**config.mk**
```make
export PLATFORM = sky130hd
export DESIGN_NAME = uc_multiciclo_flat
export DESIGN_NICKNAME = d
export VERILOG_FILES = /design/src/rtl/uc_multiciclo_if.sv /design/src/rtl/uc_multiciclo.sv /design/src/flat_wrapper.sv
export SDC_FILE = /design/constraint.sdc
export NUM_CORES = 1
export LEC_CHECK = 0
export CAP_MARGIN = 20
export CORE_ASPECT_RATIO = 0.7
export CORE_MARGIN = 4
export CORE_UTILIZATION = 44
export CTS_CLUSTER_DIAMETER = 40
export DETAILED_ROUTE_END_ITERATION = 8
export GPL_TIMING_DRIVEN = 1
export PLACE_DENSITY = 0.88
export SLEW_MARGIN = 40
export SYNTH_ARGS = -nofsm -noshare
export SYNTH_HDL_FRONTEND = slang
export SYNTH_SLANG_ARGS = --single-unit
```
**constraint.sdc**
```tcl
create_clock -name clk -period 1.9 [get_ports clk]
set_clock_uncertainty 0.1 [all_clocks]
set_input_delay 0.38 -clock clk [delete_from_list [all_inputs] [get_ports clk]]
set_output_delay 0.38 -clock clk [all_outputs]
set_load 0.01 [all_outputs]
```
**src/rtl/uc_multiciclo_if.sv**
```systemverilog
// Control/status bundle between the multicycle control unit and its datapath/host.
// The slave side is the control unit; the master side drives opcode, flags and run/step.
interface uc_multiciclo_if #(
    parameter int CNT_W = 16
);
    logic [5:0]       Opcode;
    logic             zero;
    logic             run;
    logic             step;
    logic             s_inc;
    logic             s_inm;
    logic             we;
    logic             wez;
    logic [2:0]       ALUOp;
    logic             pc_we;
    logic             ir_we;
    logic             busy;
    logic             halted;
    logic [CNT_W-1:0] instr_count;

    modport slave (
        input  Opcode, zero, run, step,
        output s_inc, s_inm, we, wez, ALUOp, pc_we, ir_we, busy, halted, instr_count
    );

    modport master (
        output Opcode, zero, run, step,
        input  s_inc, s_inm, we, wez, ALUOp, pc_we, ir_we, busy, halted, instr_count
    );
endinterface

```
**src/rtl/uc_multiciclo.sv**
```systemverilog
// Multicycle control unit: IDLE/FETCH/EXEC/HALT sequencer with free-run and single-step,
// combinational EXEC decode and an executed-instruction counter.
module uc_multiciclo #(
    parameter int CNT_W = 16
) (
    input  logic            clk,
    input  logic            reset,
    uc_multiciclo_if.slave  bus
);
    typedef enum logic [1:0] {IDLE, FETCH, EXEC, HALT} state_e;

    localparam logic [5:0] OP_J    = 6'b100000;
    localparam logic [5:0] OP_JZ   = 6'b100001;
    localparam logic [5:0] OP_JNZ  = 6'b100010;
    localparam logic [5:0] OP_HALT = 6'b111111;

    state_e           state_q, state_d;
    logic             single_q, single_d;
    logic [CNT_W-1:0] cnt_q, cnt_d;
    logic             busy_q, busy_d;
    logic             halted_q, halted_d;

    logic             s_inc_c, s_inm_c, we_c, wez_c, pc_we_c;
    logic [2:0]       alu_op_c;

    always_comb begin
        state_d  = state_q;
        single_d = single_q;
        cnt_d    = cnt_q;
        unique case (state_q)
            IDLE: begin
                if (bus.run) begin
                    state_d = FETCH;
                end else if (bus.step) begin
                    state_d  = FETCH;
                    single_d = 1'b1;
                end
            end
            FETCH: state_d = EXEC;
            EXEC: begin
                if (bus.Opcode == OP_HALT) begin
                    state_d = HALT;
                end else begin
                    cnt_d = cnt_q + CNT_W'(1);
                    if (single_q || !bus.run) begin
                        state_d  = IDLE;
                        single_d = 1'b0;
                    end else begin
                        state_d = FETCH;
                    end
                end
            end
            HALT: state_d = HALT;
        endcase
        busy_d   = (state_d == FETCH) || (state_d == EXEC);
        halted_d = (state_d == HALT);
    end

    always_ff @(posedge clk) begin
        if (!reset) begin
            state_q  <= IDLE;
            single_q <= 1'b0;
            cnt_q    <= '0;
            busy_q   <= 1'b0;
            halted_q <= 1'b0;
        end else begin
            state_q  <= state_d;
            single_q <= single_d;
            cnt_q    <= cnt_d;
            busy_q   <= busy_d;
            halted_q <= halted_d;
        end
    end

    // EXEC decode sees the zero flag left by the previous instruction.
    always_comb begin
        s_inc_c  = 1'b1;
        s_inm_c  = 1'b0;
        we_c     = 1'b0;
        wez_c    = 1'b0;
        pc_we_c  = 1'b0;
        alu_op_c = 3'b000;
        if (state_q == EXEC) begin
            if (!bus.Opcode[5]) begin
                alu_op_c = bus.Opcode[3:1];
                s_inm_c  = bus.Opcode[4];
                we_c     = 1'b1;
                wez_c    = 1'b1;
                pc_we_c  = 1'b1;
            end else begin
                unique case (bus.Opcode)
                    OP_J: begin
                        s_inc_c = 1'b0;
                        pc_we_c = 1'b1;
                    end
                    OP_JZ: begin
                        s_inc_c = ~bus.zero;
                        pc_we_c = 1'b1;
                    end
                    OP_JNZ: begin
                        s_inc_c = bus.zero;
                        pc_we_c = 1'b1;
                    end
                    OP_HALT: pc_we_c = 1'b0;
                    default: pc_we_c = 1'b1;
                endcase
            end
        end
    end

    // Write enables are gated by reset so nothing lands in the datapath on the reset edge.
    assign bus.we          = we_c & reset;
    assign bus.wez         = wez_c & reset;
    assign bus.pc_we       = pc_we_c & reset;
    assign bus.ir_we       = (state_q == FETCH) & reset;
    assign bus.s_inc       = s_inc_c;
    assign bus.s_inm       = s_inm_c;
    assign bus.ALUOp       = alu_op_c;
    assign bus.busy        = busy_q;
    assign bus.halted      = halted_q;
    assign bus.instr_count = cnt_q;
endmodule
```
**src/flat_wrapper.sv**
```systemverilog
// flat-port wrapper written by rule: the top's interface ports become plain ports
module uc_multiciclo_flat 
#(
    parameter int CNT_W = 16
)
  (clk, reset, bus_Opcode, bus_zero, bus_run, bus_step, bus_s_inc, bus_s_inm, bus_we, bus_wez, bus_ALUOp, bus_pc_we, bus_ir_we, bus_busy, bus_halted, bus_instr_count);
  uc_multiciclo_if #(.CNT_W(CNT_W)) bus_i ();
  input  logic clk;
  input  logic reset;
  input wire logic [$bits(bus_i.Opcode)-1:0] bus_Opcode;
  input wire logic [$bits(bus_i.zero)-1:0] bus_zero;
  input wire logic [$bits(bus_i.run)-1:0] bus_run;
  input wire logic [$bits(bus_i.step)-1:0] bus_step;
  output wire logic [$bits(bus_i.s_inc)-1:0] bus_s_inc;
  output wire logic [$bits(bus_i.s_inm)-1:0] bus_s_inm;
  output wire logic [$bits(bus_i.we)-1:0] bus_we;
  output wire logic [$bits(bus_i.wez)-1:0] bus_wez;
  output wire logic [$bits(bus_i.ALUOp)-1:0] bus_ALUOp;
  output wire logic [$bits(bus_i.pc_we)-1:0] bus_pc_we;
  output wire logic [$bits(bus_i.ir_we)-1:0] bus_ir_we;
  output wire logic [$bits(bus_i.busy)-1:0] bus_busy;
  output wire logic [$bits(bus_i.halted)-1:0] bus_halted;
  output wire logic [$bits(bus_i.instr_count)-1:0] bus_instr_count;
  assign bus_i.Opcode = bus_Opcode;
  assign bus_i.zero = bus_zero;
  assign bus_i.run = bus_run;
  assign bus_i.step = bus_step;
  assign bus_s_inc = bus_i.s_inc;
  assign bus_s_inm = bus_i.s_inm;
  assign bus_we = bus_i.we;
  assign bus_wez = bus_i.wez;
  assign bus_ALUOp = bus_i.ALUOp;
  assign bus_pc_we = bus_i.pc_we;
  assign bus_ir_we = bus_i.ir_we;
  assign bus_busy = bus_i.busy;
  assign bus_halted = bus_i.halted;
  assign bus_instr_count = bus_i.instr_count;
  uc_multiciclo #(.CNT_W(CNT_W)) u_core (.clk(clk), .reset(reset), .bus(bus_i));
endmodule
```
==> run summary, run 1 <==
- 5460 um — wire length of the first global-routing pass
- 0 — # DRC
- yes — TritonCTS clock tree
- 0.966 — Final period util
- 1,160 — vias in the first global route
- 3 — number of buffers created by CTS
- 8.71 um^2 — Synth Area per Inst
- 0 — fraction of registers with async set/reset
- 53.1% — synthesis-to-layout area growth
- 0.478 — starting density of the core
- 1.35 ns — Worst EP arrival
- 0.31 ns — clock latency reported for the late side of the worst-skew pair
- 498 nW/um^2 — PD cells
- 4 — iteration count of the initial detailed-routing pass
- 0.743 — Rel. slew slack
- 0 — grt total ovfl
- 5.45 — per-cell via count in the routed design
- 35 — post-synth cell types
- 0 — Warnings, synthesis
- 810 uW — power consumption
- register — critical path startpoint category
- 38 — Ports
- 0.376 ns — transition at the pin with the smallest max-transition slack
- 0 — number of buffers inserted for hold repair after clock tree synthesis
- 2460 um — HPWL after detailed placement
- 0.000509 V — VDD IR-drop max
- 1,139 — vias
- 21 x clkdlybuf4s50_1, 17 x buf_4, 17 x dfxtp_1 — commonest cells after routing, fill and taps aside
- 1.83 ns — Tmin final
- clkdlybuf4s50_1 — most frequent standard cell in the layout excluding fill and tap cells
- dfxtp_1 — prevailing post-synth register cell
- 0.249 — fraction of layout cells with a size suffix above 1
- 37 — count of buffers inserted at the top-level ports
- 0 — number of synthesized flops with an enable pin
- 0.213 — overall global routing resource usage
- 15.0 um — detail-routed net length per standard cell
- 0.830 — Final GP Congestion
- no — unrepaired setup endpoints after global routing
- 135 — syn_nets
- register to primary output — worst setup path category
- 21 — total number of clock tree sinks
- 3140 um — sum of routed wire length over all layers
- 0 — Final Hold Violating Endpoints
- 1060 um^2 — synthesized cell area
- 2 — clock buffer depth
- 0 — Slew Limit Fails
- 66.7 um — die outline width
- 0 — remaining antenna violation count after routing
- 0.396 — sequential fraction of the synthesis area
- register to register — class of the worst hold path
- 0.12 ns — clock slew at reported path FFs
- 49.1 um — Vert. Die Dim
- 1 — CTS H-Tree Depth
- 1.42 ns — Worst Path Required
- 21 — Seq cells post-synth
- 57 — DRC marker count from the first detailed-route iteration
- finished clean — status
- 0.000645 uW — leak pwr
- primary output — Critical Path End Type
- 0 ns — Setup TNS
- 0 — Maximum Capacitance Violations
- 545 MHz — maximum frequency from static timing analysis
- 17 — largest net degree at the start of global routing
- 3280 um^2 — area of the die
- 0 — antenna violations before repair
- 0 — Final setup viols
- 6 — highest fanout seen on the critical path
- 2220 um^2 — core area
- 0 — number of inserted diodes
- clkbuf_4 — master cell of the clock root buffer
- 166 — filler cell count in the final layout
- 122 — Cells after Synth
- 191 — net count reported at finish
- 14 — standard-cell row count
## per-layer routing
layer  share of wire  global-route usage
met4           0.018              0.0743
met5               0                   0
met2            0.51               0.352
met1            0.43               0.264
met3           0.041              0.0553
## cell usage after synthesis (2+ instances only)
library cell	n	share of area
dfxtp_1	21	0.40
and2_1	13	0.077
a21oi_1	12	0.057
nor2_1	8	0.028
o21ai_0	6	0.028
or3_1	6	0.035
nand2_1	5	0.018
nand3_1	5	0.024
o31ai_1	4	0.028
or4_1	4	0.028
buf_2	3	0.014
nand4_1	3	0.018
o211ai_1	3	0.021
ha_1	2	0.024
inv_1	2	0.0071
mux2i_1	2	0.019
nor2b_1	2	0.012
nor4b_1	2	0.016
o21a_1	2	0.014
xnor2_1	2	0.016
## worst max-delay path, cell delays in order (launching register included)
cell,delay (ns)
dfxtp_1,0.36
buf_4,0.15
clkdlybuf4s50_1,0.55
## flip-flops by register name (all words and copies together), names as in the netlist
signal                  count
u_core.bus.halted           1
u_core.bus.busy             1
u_core.single_q             1
u_core.bus.instr_count     16
u_core.state_q              2
## kinds of logic after synthesis
logic type	Yosys count	synth area share
AO/OA/AOI/OAI	32	0.186
XOR/XNOR	3	0.0247
adder cells (fa/ha/maj)	2	0.0236
buffers and inverters	7	0.0318
flip-flops	21	0.396
multiplexers	2	0.0188
AND/OR/NAND/NOR	55	0.319
## per-stage QoR
stage	hold WS, ns	instances	setup WS [ns]	utilization	cell area [um^2]
after global placement	0.366	203	-0.354	0.711	1580
final	0.414	209	0.0655	0.731	1630
after detailed placement	0.391	203	-0.397	0.711	1580
after floorplan	0.348	122	0.207	-	1060
after CTS	0.408	209	-0.00252	0.733	1630
after global routing	0.437	209	0.00713	0.731	1630
## repair_timing
action                     4_1_cts  5_1_grt
setup endpoints to repair       10       25
pin swaps                        5        2
buffers inserted                 2        0
gates cloned                     0        0
gates resized for setup         36       19
## final timing paths
path                                    from                    endpoint  slack [ns]  cells after the start
setup / recovery   u_core.bus.instr_count[4]          bus_instr_count[4]        0.07                      2
hold / removal    u_core.bus.instr_count[15]  u_core.bus.instr_count[15]        0.41                      2
setup reg to reg           u_core.state_q[0]  u_core.bus.instr_count[15]        0.15                      5
hold reg to reg   u_core.bus.instr_count[15]  u_core.bus.instr_count[15]        0.41                      2
## final cells by class
cell class	instances	area, um^2	share of cell area
clock buffer	4	26.3	0.0162
inverter	3	11.3	0.00692
multi-input combinational	94	634	0.390
sequential	21	425	0.262
tap	32	40.0	0.0246
timing repair buffer	55	489	0.301
## power breakdown
group          internal, uW  switching (uW)  leakage, uW
clock                  82.1             136    0.0000150
sequential              453            5.10     0.000172
combinational          73.1            61.5     0.000458
No activity file was read; power rests on OpenSTA's default activity.
==> inputs of run 2 (changes only) <==
==> constraint.sdc (replaced) <==
create_clock -name clk -period 1.9 [get_ports clk]
set_clock_uncertainty 0.1 [all_clocks]
set_input_delay 0.38 -clock clk [delete_from_list [all_inputs] [get_ports clk]]
set_output_delay 0.38 -clock clk [all_outputs]
set_load 0.02 [all_outputs]
==> run 2 against run 1 <==
Register-to-register slack worse by 0.05 ns. First-iteration DRC count up 37%. Clock power up 6%. Setup slack worse by 0.020 ns. Critical path depth down 1. Sequential power about the same. Fmax down 1.1%. Die area unchanged. Cell count down 0.96%. Routed wire length down 2.8%. Via count down 0.61%. Core utilization down 1.2 points. Largest cell class unchanged. Largest power group unchanged.
==> run summary, run 2 (synthesis results as in run 1) <==
- finished clean — status, unchanged
- 539 MHz — maximum frequency from static timing analysis, was 545 MHz
- 1600 um^2 — post-route cell area, was 1630 um^2
- yes — unrepaired setup endpoints after global routing, was no
- 1.85 ns — Tmin final, was 1.83 ns
- 0.167 — logic gate share of total power, was 0.166
- 0.270 — switching fraction of total power, was 0.250
- 3280 um^2 — area of the die, unchanged
- yes — TritonCTS clock tree, unchanged
- met2 — most congested layer reported by global routing, unchanged
- 603 uW — cell internal power dissipation, was 608 uW
- 2 — clock buffer depth, unchanged
- 0.478 — starting density of the core, unchanged
- 0 — number of inserted diodes, unchanged
- 0 — Slew Limit Fails, unchanged
- 223 uW — net switching power of the design, was 202 uW
- 0.379 ns — transition at the pin with the smallest max-transition slack, was 0.376 ns
- 202 — placed cell count, was 203
- register — critical path startpoint category, unchanged
- 0.741 — Rel. slew slack, was 0.743
- clkdlybuf4s50_1 — series of cell instances along the critical path, was buf_4 -> clkdlybuf4s50_1
- register to register — class of the worst hold path, unchanged
- 5050 um — wire length of the first global-routing pass, was 5460 um
- 50.6% — synthesis-to-layout area growth, was 53.1%
- 0.279 — share of total power in the clock network, was 0.269
- clkbuf_4 — master cell of the clock root buffer, unchanged
- 4 — iteration count of the initial detailed-routing pass, unchanged
- 0 — remaining antenna violation count after routing, unchanged
- clkdlybuf4s50_1 — cell at the slowest stage of the critical path, unchanged
- register to primary output — worst setup path category, unchanged
- 0.241 — met1 track utilization from global routing, was 0.264
- 0 — antenna violations before repair, unchanged
- 0.848 — Final GP Congestion, was 0.830
- dfxtp_1 — most frequent standard cell in the layout excluding fill and tap cells, was clkdlybuf4s50_1
- 517 nW/um^2 — PD cells, was 498 nW/um^2
- 1 — CTS H-Tree Depth, unchanged
- 1.42 ns — Worst Path Required, about the same
- 0.000356 V — VDD IR-drop max, was 0.000509 V
- 0 — grt total ovfl, unchanged
- 1 — number of buffers and inverters on the critical path, was 2
- 1,132 — vias, was 1,139
- 1580 um^2 — placed inst area, about the same
- 3050 um — sum of routed wire length over all layers, was 3140 um
- 17 — largest net degree at the start of global routing, unchanged
- 0 — Final Hold Violating Endpoints, unchanged
- 0 — Maximum Capacitance Violations, unchanged
- 14 — standard-cell row count, unchanged
- 2220 um^2 — core area, unchanged
- 1,088 — vias in the first global route, was 1,160
- buffers and inverters — Largest delay share family, worst path, unchanged
- 5.47 — per-cell via count in the routed design, was 5.45
- 0.63 ns — slowest cell delay on critical path, was 0.55 ns
- 0 ns — Setup TNS, unchanged
- 2360 um — HPWL after detailed placement, was 2460 um
- 0.32 ns — clock latency reported for the late side of the worst-skew pair, was 0.31 ns
- 21 — total number of clock tree sinks, unchanged
- 4 — highest fanout seen on the critical path, was 6
- 0.719 — post-route core utilization, was 0.731
- 3 — number of buffers created by CTS, unchanged
- 38 — Ports, unchanged
- 14.8 um — detail-routed net length per standard cell, was 15.0 um
- 0.000707 uW — leak pwr, was 0.000645 uW
- 37 — count of buffers inserted at the top-level ports, unchanged
- 0 — Final setup viols, unchanged
- primary output — Critical Path End Type, unchanged
- 0.13 ns — clock slew at reported path FFs, was 0.12 ns
- 0.197 — overall global routing resource usage, was 0.213
- 66.7 um — die outline width, unchanged
- 78 — DRC marker count from the first detailed-route iteration, was 57
- 1.37 ns — Worst EP arrival, was 1.35 ns
- 16 — number of flip-flops in the largest register, unchanged
- 0.554 — sequential share of power, was 0.565
- 207 — Final Non-Filler Cells, was 209
- 189 — net count reported at finish, was 191
- 49.1 um — Vert. Die Dim, unchanged
- 20 x dfxtp_1, 16 x clkdlybuf4s50_1, 15 x buf_4 — commonest cells after routing, fill and taps aside, was 21 x clkdlybuf4s50_1, 17 x buf_4, 17 x dfxtp_1
- 0.223 — fraction of layout cells with a size suffix above 1, was 0.249
- 0.976 — Final period util, was 0.966
- 0.331 — global routing usage on met2, was 0.352
- 0.0484 — global routing met3 resource utilization, was 0.0553
- 0 — # DRC, unchanged
- 0 — number of buffers inserted for hold repair after clock tree synthesis, unchanged
- 178 — filler cell count in the final layout, was 166
## run 2: cell count changes in the layout (fill, tap and decap cells not counted), moves of 2 or more
cell	change
dlygate4sd2_1	+2
and2_4	-3
dfxtp_1	+3
buf_4	-2
buf_2	+3
dfxtp_2	-3
and2_1	+3
clkdlybuf4s50_1	-5
dlymetal6s2s_1	+3
## run 2: metrics by stage
step | power [uW] | setup slack [ns] | hold slack [ns]
finish | 827 | 0.0451 | 0.396
global route | 859 | -0.0142 | 0.419
CTS | 822 | 0.000834 | 0.395
detailed placement | 606 | -0.487 | 0.377
global placement | 600 | -0.418 | 0.365
floorplan | 526 | 0.174 | 0.348
## run 2: cell type report
type                    instances  area (um^2)  area share
clock buffers                   4         26.3      0.0164
repair buffers                 53          468       0.292
multi-input cells              94          633       0.396
inverters                       3         11.3     0.00704
well taps                      32         40.0      0.0250
flip-flops and latches         21          422       0.263
## run 2: tightest hold or removal path, delay by kind of cell, from the launching register on
kind	cells	cell delay [ns]
DFF	1	0.34
AOI/OAI and AO/OA	2	0.12
## run 2: path summary, 6_finish.rpt
check | start | endpoint | slack, ns | depth (start not counted)
min reg2reg | u_core.bus.instr_count[15] | u_core.bus.instr_count[15] | 0.40 | 2
max | u_core.bus.instr_count[10] | bus_instr_count[10] | 0.05 | 1
max reg2reg | u_core.state_q[0] | u_core.bus.busy | 0.10 | 8
min | u_core.bus.instr_count[15] | u_core.bus.instr_count[15] | 0.40 | 2
## run 2: per-layer routing
layer  wire length, um  share of wire  vias to the layer above
met1              1290           0.42                      534
li1                  -              -                      556
met2              1510           0.49                       30
met4               104          0.034                        0
met5                 0              0                        -
met3               153          0.050                       12
## run 2: power groups by stage
stage / Clock (uW) / Combinational (uW) / Sequential [uW]
floorplan: 0 / 48.6 / 477
global placement: 0 / 132 / 467
detailed placement: 0 / 138 / 468
CTS: 225 / 138 / 458
global route: 251 / 148 / 460
finish: 230 / 138 / 458
## run 2: what timing repair did
| item | 4_1_cts | 5_1_grt |
|---|---|---|
| setup endpoints to repair | 13 | 15 |
| pin swaps | 2 | 0 |
| setup buffers | 1 | 0 |
| resized for setup | 48 | 10 |
| endpoints found under the hold margin | 0 | 0 |
